### src/rtl/lab2_cmd_parser.sv
// Command parser sitting in front of the 4-bit ASCII adder.
// Recognises "<digit><op><digit>=" on the UART receive stream, launches the
// adder, captures its ASCII result (or an error character) and hands that byte
// to the UART transmitter over a valid/ready handshake.

module lab2_cmd_parser #(
    parameter int unsigned RDY_TIMEOUT = 32
) (
    input  logic       clk,
    input  logic       Gl_rst_n,
    input  logic [7:0] rx_data,
    input  logic       rx_valid,
    input  logic [7:0] L2_adder_data,
    input  logic       L2_adder_rdy,
    output logic [7:0] Gl_r1,
    output logic [7:0] Gl_r2,
    output logic       Gl_subtract,
    output logic       Gl_adder_start,
    output logic [7:0] tx_data,
    output logic       tx_valid,
    input  logic       tx_ready,
    output logic       busy,
    output logic       err
);

    localparam int unsigned CntW = $clog2(RDY_TIMEOUT + 1);
    localparam logic [CntW-1:0] TimeoutVal = CntW'(RDY_TIMEOUT);

    localparam logic [7:0] ChSpace = 8'h20;
    localparam logic [7:0] ChPlus  = 8'h2B;
    localparam logic [7:0] ChMinus = 8'h2D;
    localparam logic [7:0] ChEq    = 8'h3D;
    localparam logic [7:0] ChBang  = 8'h21;
    localparam logic [7:0] ChQuery = 8'h3F;

    typedef enum logic [2:0] {
        StIdle,
        StGotR1,
        StGotOp,
        StGotR2,
        StStart,
        StWaitRdy,
        StSend,
        StErr
    } state_e;

    state_e          state_q, state_d;
    logic [7:0]      r1_q, r1_d;
    logic [7:0]      r2_q, r2_d;
    logic            sub_q, sub_d;
    logic [7:0]      tx_data_q, tx_data_d;
    logic            tx_valid_q, tx_valid_d;
    logic            err_q, err_d;
    logic [CntW-1:0] cnt_q, cnt_d;
    logic [CntW-1:0] cnt_inc;

    logic is_digit;
    logic is_space;

    assign is_digit = (rx_data >= 8'h30) && (rx_data <= 8'h39);
    assign is_space = (rx_data == ChSpace);
    assign cnt_inc  = cnt_q + 1'b1;

    // Next-state logic: parse bytes, launch the adder, capture result, drive tx.
    always_comb begin
        state_d    = state_q;
        r1_d       = r1_q;
        r2_d       = r2_q;
        sub_d      = sub_q;
        tx_data_d  = tx_data_q;
        tx_valid_d = tx_valid_q;
        cnt_d      = cnt_q;
        err_d      = 1'b0;

        unique case (state_q)
            StIdle: begin
                if (rx_valid && !is_space) begin
                    if (is_digit) begin
                        r1_d    = rx_data;
                        state_d = StGotR1;
                    end else begin
                        state_d = StErr;
                    end
                end
            end
            StGotR1: begin
                if (rx_valid && !is_space) begin
                    if (rx_data == ChPlus) begin
                        sub_d   = 1'b0;
                        state_d = StGotOp;
                    end else if (rx_data == ChMinus) begin
                        sub_d   = 1'b1;
                        state_d = StGotOp;
                    end else begin
                        state_d = StErr;
                    end
                end
            end
            StGotOp: begin
                if (rx_valid && !is_space) begin
                    if (is_digit) begin
                        r2_d    = rx_data;
                        state_d = StGotR2;
                    end else begin
                        state_d = StErr;
                    end
                end
            end
            StGotR2: begin
                if (rx_valid && !is_space) begin
                    state_d = (rx_data == ChEq) ? StStart : StErr;
                end
            end
            StStart: begin
                cnt_d   = '0;
                state_d = StWaitRdy;
            end
            StWaitRdy: begin
                cnt_d = cnt_inc;
                // A result arriving on the timeout cycle still wins.
                if (L2_adder_rdy) begin
                    tx_data_d  = L2_adder_data;
                    tx_valid_d = 1'b1;
                    state_d    = StSend;
                end else if (cnt_inc == TimeoutVal) begin
                    tx_data_d  = ChBang;
                    tx_valid_d = 1'b1;
                    err_d      = 1'b1;
                    state_d    = StSend;
                end
            end
            StSend: begin
                if (tx_valid_q && tx_ready) begin
                    tx_valid_d = 1'b0;
                    state_d    = StIdle;
                end
            end
            StErr: begin
                tx_data_d  = ChQuery;
                tx_valid_d = 1'b1;
                state_d    = StSend;
            end
            default: state_d = StIdle;
        endcase

        // err is registered so it is high for exactly the ERR cycle.
        if (state_d == StErr) begin
            err_d = 1'b1;
        end
    end

    // State and output registers with synchronous active-low reset.
    always_ff @(posedge clk) begin
        if (!Gl_rst_n) begin
            state_q    <= StIdle;
            r1_q       <= 8'h00;
            r2_q       <= 8'h00;
            sub_q      <= 1'b0;
            tx_data_q  <= 8'h00;
            tx_valid_q <= 1'b0;
            err_q      <= 1'b0;
            cnt_q      <= '0;
        end else begin
            state_q    <= state_d;
            r1_q       <= r1_d;
            r2_q       <= r2_d;
            sub_q      <= sub_d;
            tx_data_q  <= tx_data_d;
            tx_valid_q <= tx_valid_d;
            err_q      <= err_d;
            cnt_q      <= cnt_d;
        end
    end

    assign Gl_r1          = r1_q;
    assign Gl_r2          = r2_q;
    assign Gl_subtract    = sub_q;
    assign Gl_adder_start = (state_q == StStart);
    assign tx_data        = tx_data_q;
    assign tx_valid       = tx_valid_q;
    assign busy           = (state_q != StIdle);
    assign err            = err_q;

endmodule

### config.mk
export PLATFORM = sky130hd
export DESIGN_NAME = lab2_cmd_parser
export DESIGN_NICKNAME = d
export VERILOG_FILES = /design/src/rtl/lab2_cmd_parser.sv
export SDC_FILE = /design/constraint.sdc
export NUM_CORES = 1
export LEC_CHECK = 0
export ABC_AREA = 1
export CORE_ASPECT_RATIO = 0.5
export CORE_MARGIN = 4
export CORE_UTILIZATION = 50
export CTS_CLUSTER_SIZE = 8
export DETAILED_ROUTE_END_ITERATION = 12
export GPL_TIMING_DRIVEN = 0
export PLACE_DENSITY = 0.83
export SLEW_MARGIN = 10
export SYNTH_ARGS = -nofsm -noshare
export SYNTH_HDL_FRONTEND = slang
export SYNTH_SLANG_ARGS = --single-unit
### constraint.sdc
create_clock -name clk -period 4.95 [get_ports clk]
set_clock_uncertainty 0.2 [all_clocks]
set_input_delay 0.99 -clock clk [delete_from_list [all_inputs] [get_ports clk]]
set_output_delay 0.99 -clock clk [all_outputs]
set_load 0.05 [all_outputs]
## Yosys cells after proc, flatten, opt, wreduce, memory -nomap -nowiden

Cells that the tools add are included.

| word-level totals | value |
|---|---|
| word-level logic and storage cells | 68 |
| input port bits | 21 |
| output and inout port bits | 29 |
| flip-flop bits (word level) | 36 |

| cells by class | value |
|---|---|
| magnitude comparators | 2 |
| reduce and logical (&&, ||, !) cells | 15 |
| equal/unequal tests | 15 |
| add/subtract/negate cells | 1 |
| mux-type cells | 27 |

Operators by type and width:

| operator | count |
|---|---|
| 3-bit 2-to-1 mux | 11 |
| 8-bit by 6-bit equality test with 1-bit output, second input constant | 4 |
| 3-bit one-hot mux with 8 select lines | 1 |
| 8-bit 2-to-1 mux | 2 |
| 8-bit one-hot mux with 2 select lines | 1 |
| 3-bit equality test, second input constant | 5 |
| 6-bit one-hot mux with 2 select lines | 1 |
| 3-bit AND reduction | 4 |
| 1-bit 2-to-1 mux | 9 |
| 8-bit by 6-bit greater-or-equal comparator with 1-bit output, second input constant | 1 |
| 8-bit by 6-bit less-or-equal comparator with 1-bit output, second input constant | 1 |
| 6-bit by 1-bit adder with 6-bit output, second input constant | 1 |
| 3-bit by 2-bit equality test with 1-bit output, second input constant | 2 |
| 6-bit equality test, second input constant | 1 |
| 2-bit nonzero test | 3 |
| 3-bit nonzero test | 2 |
| 3-bit by 1-bit equality test with 1-bit output, second input constant | 1 |
| 1-bit logical AND | 3 |
| 3-bit zero test | 1 |
| 3-bit != test, second input constant | 1 |
| 1-bit one-hot mux with 3 select lines | 1 |
| 2-bit 2-to-1 mux | 1 |
| 2-bit != test, second input constant | 1 |
| 2-bit AND reduction | 1 |
| 1-bit zero test | 1 |

## Longest topological paths before layout

Gate-level depths: netlist of run 1.

| logic depth | value |
|---|---|
| depth after elaboration | 7 |
| gate-level depth with buffers | 13 |
| depth with buffers taken out | 13 |

## Least setup slack after synthesis of run 1

Ideal clock, no wire load.

| timing path | value |
|---|---|
| kind | flip-flop to output port |
| from | register state_q[2] |
| to | output Gl_adder_start |
| data required time | 3760 ps |
| path buffers | 0 |
| cell stages (with the launch flop) | 3 |
| data arrival time | 1204 ps |
| setup slack | 2556 ps |
| path through | dfxtp_1 -> inv_2 -> nor2_1 |

| on the way | value |
|---|---|
| cells in the longest elaborated chain, start to end | 1 |

Ends and longest elaborated chain:

| what | line | text |
|---|---|---|
| from (decl) | 47 | `state_e state_q, state_d;` |
| from (signal assigned) | 155 | `state_q <= StIdle;` |
| from (signal assigned) | 164 | `state_q <= state_d;` |
| 3-bit equality test | 178 | `assign Gl_adder_start = (state_q == StStart);` |
| to (decl) | 18 | `output logic Gl_adder_start,` |

Every way passes these cells.

## Worst setup path after layout of run 1

| timing path | value |
|---|---|
| from | register state_q[2] |
| to | output busy |

| on the way | value |
|---|---|
| cells in the longest elaborated chain, start to end | 1 |

Ends and longest elaborated chain:

| what | line | text |
|---|---|---|
| 3-bit nonzero test | 181 | `assign busy = (state_q != StIdle);` |
| to (decl) | 22 | `output logic busy,` |

Every way passes these cells.

==> impl_metrics.yaml, run 1 <==
sta:
  setup_violations: 0
  relSlewSlack: 0.653
  fmax_mhz: 324
  post-route-min-period_ns: 3.09
  worstMarginPinSlew_ns: 0.520
  final-hold-violation-count: 0
  finalCritPeriodShare: 0.623
  maxSlewViolCount: 0
  rsz0062_at_grt: "no"
  fin_tns_setup_ns: 0
clock_tree:
  cts_buffers: 5
  cts_hold_buffers: 0
  worstSkewPairLatency_ns: 0.30
  cts_root_buffer: "clkbuf_8"
  cts_htree_levels: 2
  post_cts_resized: 0
  clk_pin_slew_ns: 0.08
  cts_buffer_depth: 2
  clock-sinks: 36
  cts_tree: "built"
  cts_setup_buffers: 0
logic_synthesis:
  yosysUniqueCellTypes: 27
  synth_xor_xnor_area_share: 0.00500
  synth.ff_latch_count: 36
  yosysTopAreaCell: "dfxtp_1"
  syn_inst: 261
  ys_seq_area_frac: 0.411
  yosysMostFrequentCell: "nand2_1"
  synth_fa_ha_area_frac: 0.00714
  synth_commonest_cells: "nand2_1, nor2_1, dfxtp_1"
  synth-edff-count: 0
  syn_avg_cell_area_um2: 6.71
  synth_top_family_by_area: "simple AND/OR/NAND/NOR gates"
  async_flop_share: 0
  synth_compound_area_frac: 0.133
  synth_warnings: 0
  synth_top_area_frac: 0.411
  synth.area.top_cells: "dfxtp_1, nand2_1, nor2_1, inv_1, a21oi_1"
  synth_mux_area_frac: 0
  yosys_most_used_dff: "dfxtp_1"
  syn_nets: 283
  synth_simple_gate_area_share: 0.362
  syn_area_um2: 1750
floorplanning:
  rows: 14
  initial_core_util: 0.552
  core_um2: 3170
  die-area_um2: 4570
  ios: 50
  die_h_um: 49.9
  die_w_um: 91.7
placement:
  gp_congestion: 0.851
  dpl.hpwl_mm: 3.30
  place_inst: 357
  io_buffers: 48
worst_setup_path:
  cp-start-kind: "register"
  arrival_ns: 1.90
  crit_type: "reg -> out"
  end_kind: "primary output"
  crit_path_max_fanout: 7
  crit_required_ns: 3.76
cells_and_area:
  area_delta_synth_final_pct: 37.2
  finalNetCount: 338
  instances_no_fill: 365
  insertedDiodeCount: 0
  drive_gt1_frac: 0.0789
global_routing:
  overflow: 0
  grt_first_pass_wirelength_mm: 7.89
  use_met2: 0.351
  grt_use_met3: 0.0578
  grt_max_degree: 13
  top_usage_layer: "met2"
  grt_use_total: 0.219
  antenna_found_initial: 0
  grt_pass1_vias: 1720
  grt_use_met1: 0.280
detailed_routing:
  drtIter0Drc: 49
  vias: 1778
  drtAntennaViolNets: 0
  route.detailed.drc: 0
  vias_per_cell: 4.87
  wirelength_mm: 4.42
  routedWlPerCell_um: 12.1
  firstDrtPassIters: 4
power:
  leakagePower_nw: 1.02
  ir_drop_mv: 0.163
  p_per_area_nw_per_um2: 403
min_path:
  hp-class: "reg -> reg"
status:
  status: "finished clean"
flow_run:
  drv_cap: 0
path summary, 6_finish.rpt:
path,cells past startpoint,slack (ns),start,end
setup / recovery,3,1.86,state_q[2]$_SDFF_PN0_,busy
hold / removal,2,0.24,Gl_r1[6]$_SDFFE_PN0P_,Gl_r1[6]$_SDFFE_PN0P_
setup reg to reg,13,2.93,cnt_q[0]$_SDFFE_PN0P_,tx_data[6]$_SDFFE_PN0P_
hold reg to reg,2,0.24,Gl_r1[6]$_SDFFE_PN0P_,Gl_r1[6]$_SDFFE_PN0P_
cells by family after synthesis:
kind of cell    after synthesis
compound gates               43
xor+xnor                      1
fa+ha+maj                     1
buf+inv                      37
flops                        36
simple gates                143
metal layers:
metal / vias up / wire length (µm)
met5: - / 0
met4: 0 / 100
met3: 11 / 237
met2: 51 / 2060
met1: 781 / 2030
li1: 935 / -
report_power, final:
part / leakage [nW] / internal (mW) / total, mW / switching (mW)
logic: 0.672 / 0.118 / 0.362 / 0.244
clock network: 0.0541 / 0.149 / 0.262 / 0.113
registers: 0.291 / 0.317 / 0.345 / 0.0271
area by class of cell:
| class | count | area [µm²] |
|---|---|---|
| Timing Repair Buffer | 48 | 480 |
| Clock inverter | 3 | 42.5 |
| Fill cell | 253 | 767 |
| Sequential cell | 36 | 721 |
| Buffer | 4 | 16.3 |
| Multi-Input combinational cell | 188 | 888 |
| Clock buffer | 5 | 68.8 |
| Tap cell | 48 | 60.1 |
| Inverter | 33 | 126 |
placed cells by master, fill, tap and decap left out, types with 2 or more instances in the layout:
cell type / count
nand2_1: 72
clkdlybuf4s50_1: 48
nor2_1: 45
dfxtp_1: 36
inv_1: 27
a21oi_1: 19
o21ai_1: 11
nand3_1: 9
o21ai_0: 8
inv_2: 5
clkbuf_8: 5
nor2_4: 3
clkbuf_1: 3
nor3_1: 3
nand4_1: 3
nor2_2: 2
nand3b_1: 2
o211ai_1: 2
state kept, by name, indices dropped and copies added, names as in the netlist:
signal and count:
Gl_r2 8, tx_valid 1, Gl_r1 8, tx_data 8
cnt_q 6, state_q 3, err 1, Gl_subtract 1
critical path, cell delays in order, from the launching register on:
cell             delay (ns)
dfxtp_1                0.47
inv_2                  0.13
nand2_1                0.16
clkdlybuf4s50_1        0.83
per-stage QoR:
stage,hold slack [ns],power (mW),instance area (µm²),util,setup slack [ns]
2_1_floorplan,0.257,0.606,1750,-,2.56
3_3_place_gp,0.227,0.704,2290,0.723,1.94
3_5_place_dp,0.234,0.712,2290,0.723,1.91
4_1_cts,0.245,0.972,2400,0.758,1.85
5_1_grt,0.272,1.03,2400,0.758,1.76
6_report,0.243,0.969,2400,0.758,1.86
Power figures use the tool's default switching activity.
==> run 2: changes to the inputs <==
Settings changed: CORE_UTILIZATION 50 to 42, PLACE_DENSITY 0.83 to 0.75.
Clock period 4.95 ns to 2.8 ns, I/O delays scaled along.
==> run 2 against run 1 <==
  * Critical path depth unchanged
  * Sequential share of layout area down 0.093 points
  * Count of clock-buffer cells in the layout is the same
  * Non-clock buffer count unchanged
  * Worst hold slack got worse by 0.0017 ns
  * Sequential cell count unchanged
  * Combinational power rose by 77%
==> impl_metrics.yaml, run 2 (same netlist as run 1, synthesis figures left out) <==
clock_tree:
  cts_buffers: 5
  cts_tree: "built"
  clk_pin_slew_ns: 0.08
  cts_root_buffer: "clkbuf_8"
  worstSkewPairLatency_ns: 0.29
  cts_buffer_depth: 2
  cts_htree_levels: 2
  post_cts_resized: 0
  clock-sinks: 36
  cts_setup_buffers: 0
  cts_hold_buffers: 0
sta:
  fin_ws_ns: 0.151
  fmax_mhz: 377
  fin_tns_setup_ns: 0
  setup_violations: 0
  worstMarginPinSlew_ns: 0.563
  maxSlewViolCount: 0
  relSlewSlack: 0.625
  post-route-min-period_ns: 2.65
  hold_ws_ns: 0.241
  finalCritPeriodShare: 0.946
  final-hold-violation-count: 0
  rsz0062_at_grt: "no"
power:
  p_per_area_nw_per_um2: 709
  switching_share: 0.395
  p_clk_frac: 0.269
  p_sw_uw: 675
  power_frac_seq: 0.355
  comb_power_share: 0.376
  p_int_mw: 1.03
  leakagePower_nw: 1.02
  p_total_mw: 1.71
  ir_drop_mv: 0.324
global_routing:
  grt_pass1_vias: 1566
  grt_max_degree: 13
  antenna_found_initial: 0
  grt_use_total: 0.166
  overflow: 0
  grt_first_pass_wirelength_mm: 7.06
detailed_routing:
  wl_met2_mm: 1.88
  route.detailed.drc: 0
  wirelength_mm: 4.20
  firstDrtPassIters: 4
  top_layer_used: "met4"
  wl_met1_mm: 2.07
  routedWlPerCell_um: 11.3
  vias_per_cell: 4.68
  routed-wl-met3_um: 187
  vias: 1735
  drtIter0Drc: 69
  drtAntennaViolNets: 0
cells_and_area:
  insertedDiodeCount: 0
  finalCoreUtilization: 0.608
  area_delta_synth_final_pct: 37.6
  multi_input_area_um2: 888
  final_cell_mix: "nand2_1, clkdlybuf4s50_1, nor2_1, dfxtp_1, inv_1"
  drive_gt1_frac: 0.0789
  ff_latch_area_um2: 721
  fill_cells: 387
  finalNetCount: 338
  final_common_cell: "nand2_1"
worst_setup_path:
  crit_path_max_fanout: 7
  end_kind: "primary output"
  cp-start-kind: "register"
  crit_required_ns: 2.04
  crit_type: "reg -> out"
  cp-startpoint: "state_q[2]$_SDFF_PN0_"
  r2r_start: "cnt_q[0]$_SDFFE_PN0P_"
  arrival_ns: 1.89
placement:
  io_buffers: 48
  gp_congestion: 0.857
  dpl.hpwl_mm: 3.18
  pre_cts_ws_ns: 0.231
floorplanning:
  die_w_um: 99.3
  initial_core_util: 0.442
  ios: 50
  die-area_um2: 5330
  rows: 16
  die_h_um: 53.7
  core_um2: 3960
min_path:
  hp-class: "reg -> reg"
  hold_start: "Gl_r2[6]$_SDFFE_PN0P_"
status:
  status: "finished clean"
flow_run:
  drv_cap: 0
run 2: per-layer routing:
metal,vias to the layer above,global-route usage
met5,-,0
met4,0,0.0567
met3,5,0.0375
met2,37,0.271
met1,760,0.220
li1,933,-
run 2: cell type report:
type	instances	share of cell area
sequential	36	0.299
tap	54	0.0280
inverter	33	0.0524
buffer	4	0.00675
clock buffer	5	0.0285
clock inverter	3	0.0176
multi-input combinational	188	0.368
timing repair buffer	48	0.199
run 2: final timing paths:
| path | endpoint | slack [ns] | depth (start not counted) |
|---|---|---|---|
| setup reg to reg | tx_data[6]$_SDFFE_PN0P_ | 0.84 | 12 |
| setup / recovery | busy | 0.15 | 3 |
| hold / removal | Gl_r2[6]$_SDFFE_PN0P_ | 0.24 | 2 |
| hold reg to reg | Gl_r2[6]$_SDFFE_PN0P_ | 0.24 | 2 |
run 2: through the flow:
step	cell area (µm²)	cells
floorplan	1750	261
global placement	2300	363
detailed placement	2300	363
CTS	2410	371
global route	2410	371
finish	2410	371
run 2: power by group through the flow:
stage                     logic [mW]  clock network, mW  registers (mW)
after global placement         0.632                  0           0.617
after global routing           0.708              0.492           0.614
final                          0.642              0.460           0.607
after detailed placement       0.639                  0           0.619
after floorplan                0.369                  0           0.702
after CTS                      0.643              0.473           0.606
run 2: worst max-delay path: stages, from the launching register on:
cell and delay [ns]:
dfxtp_1 0.47, inv_2 0.13, nand2_1 0.16, clkdlybuf4s50_1 0.83
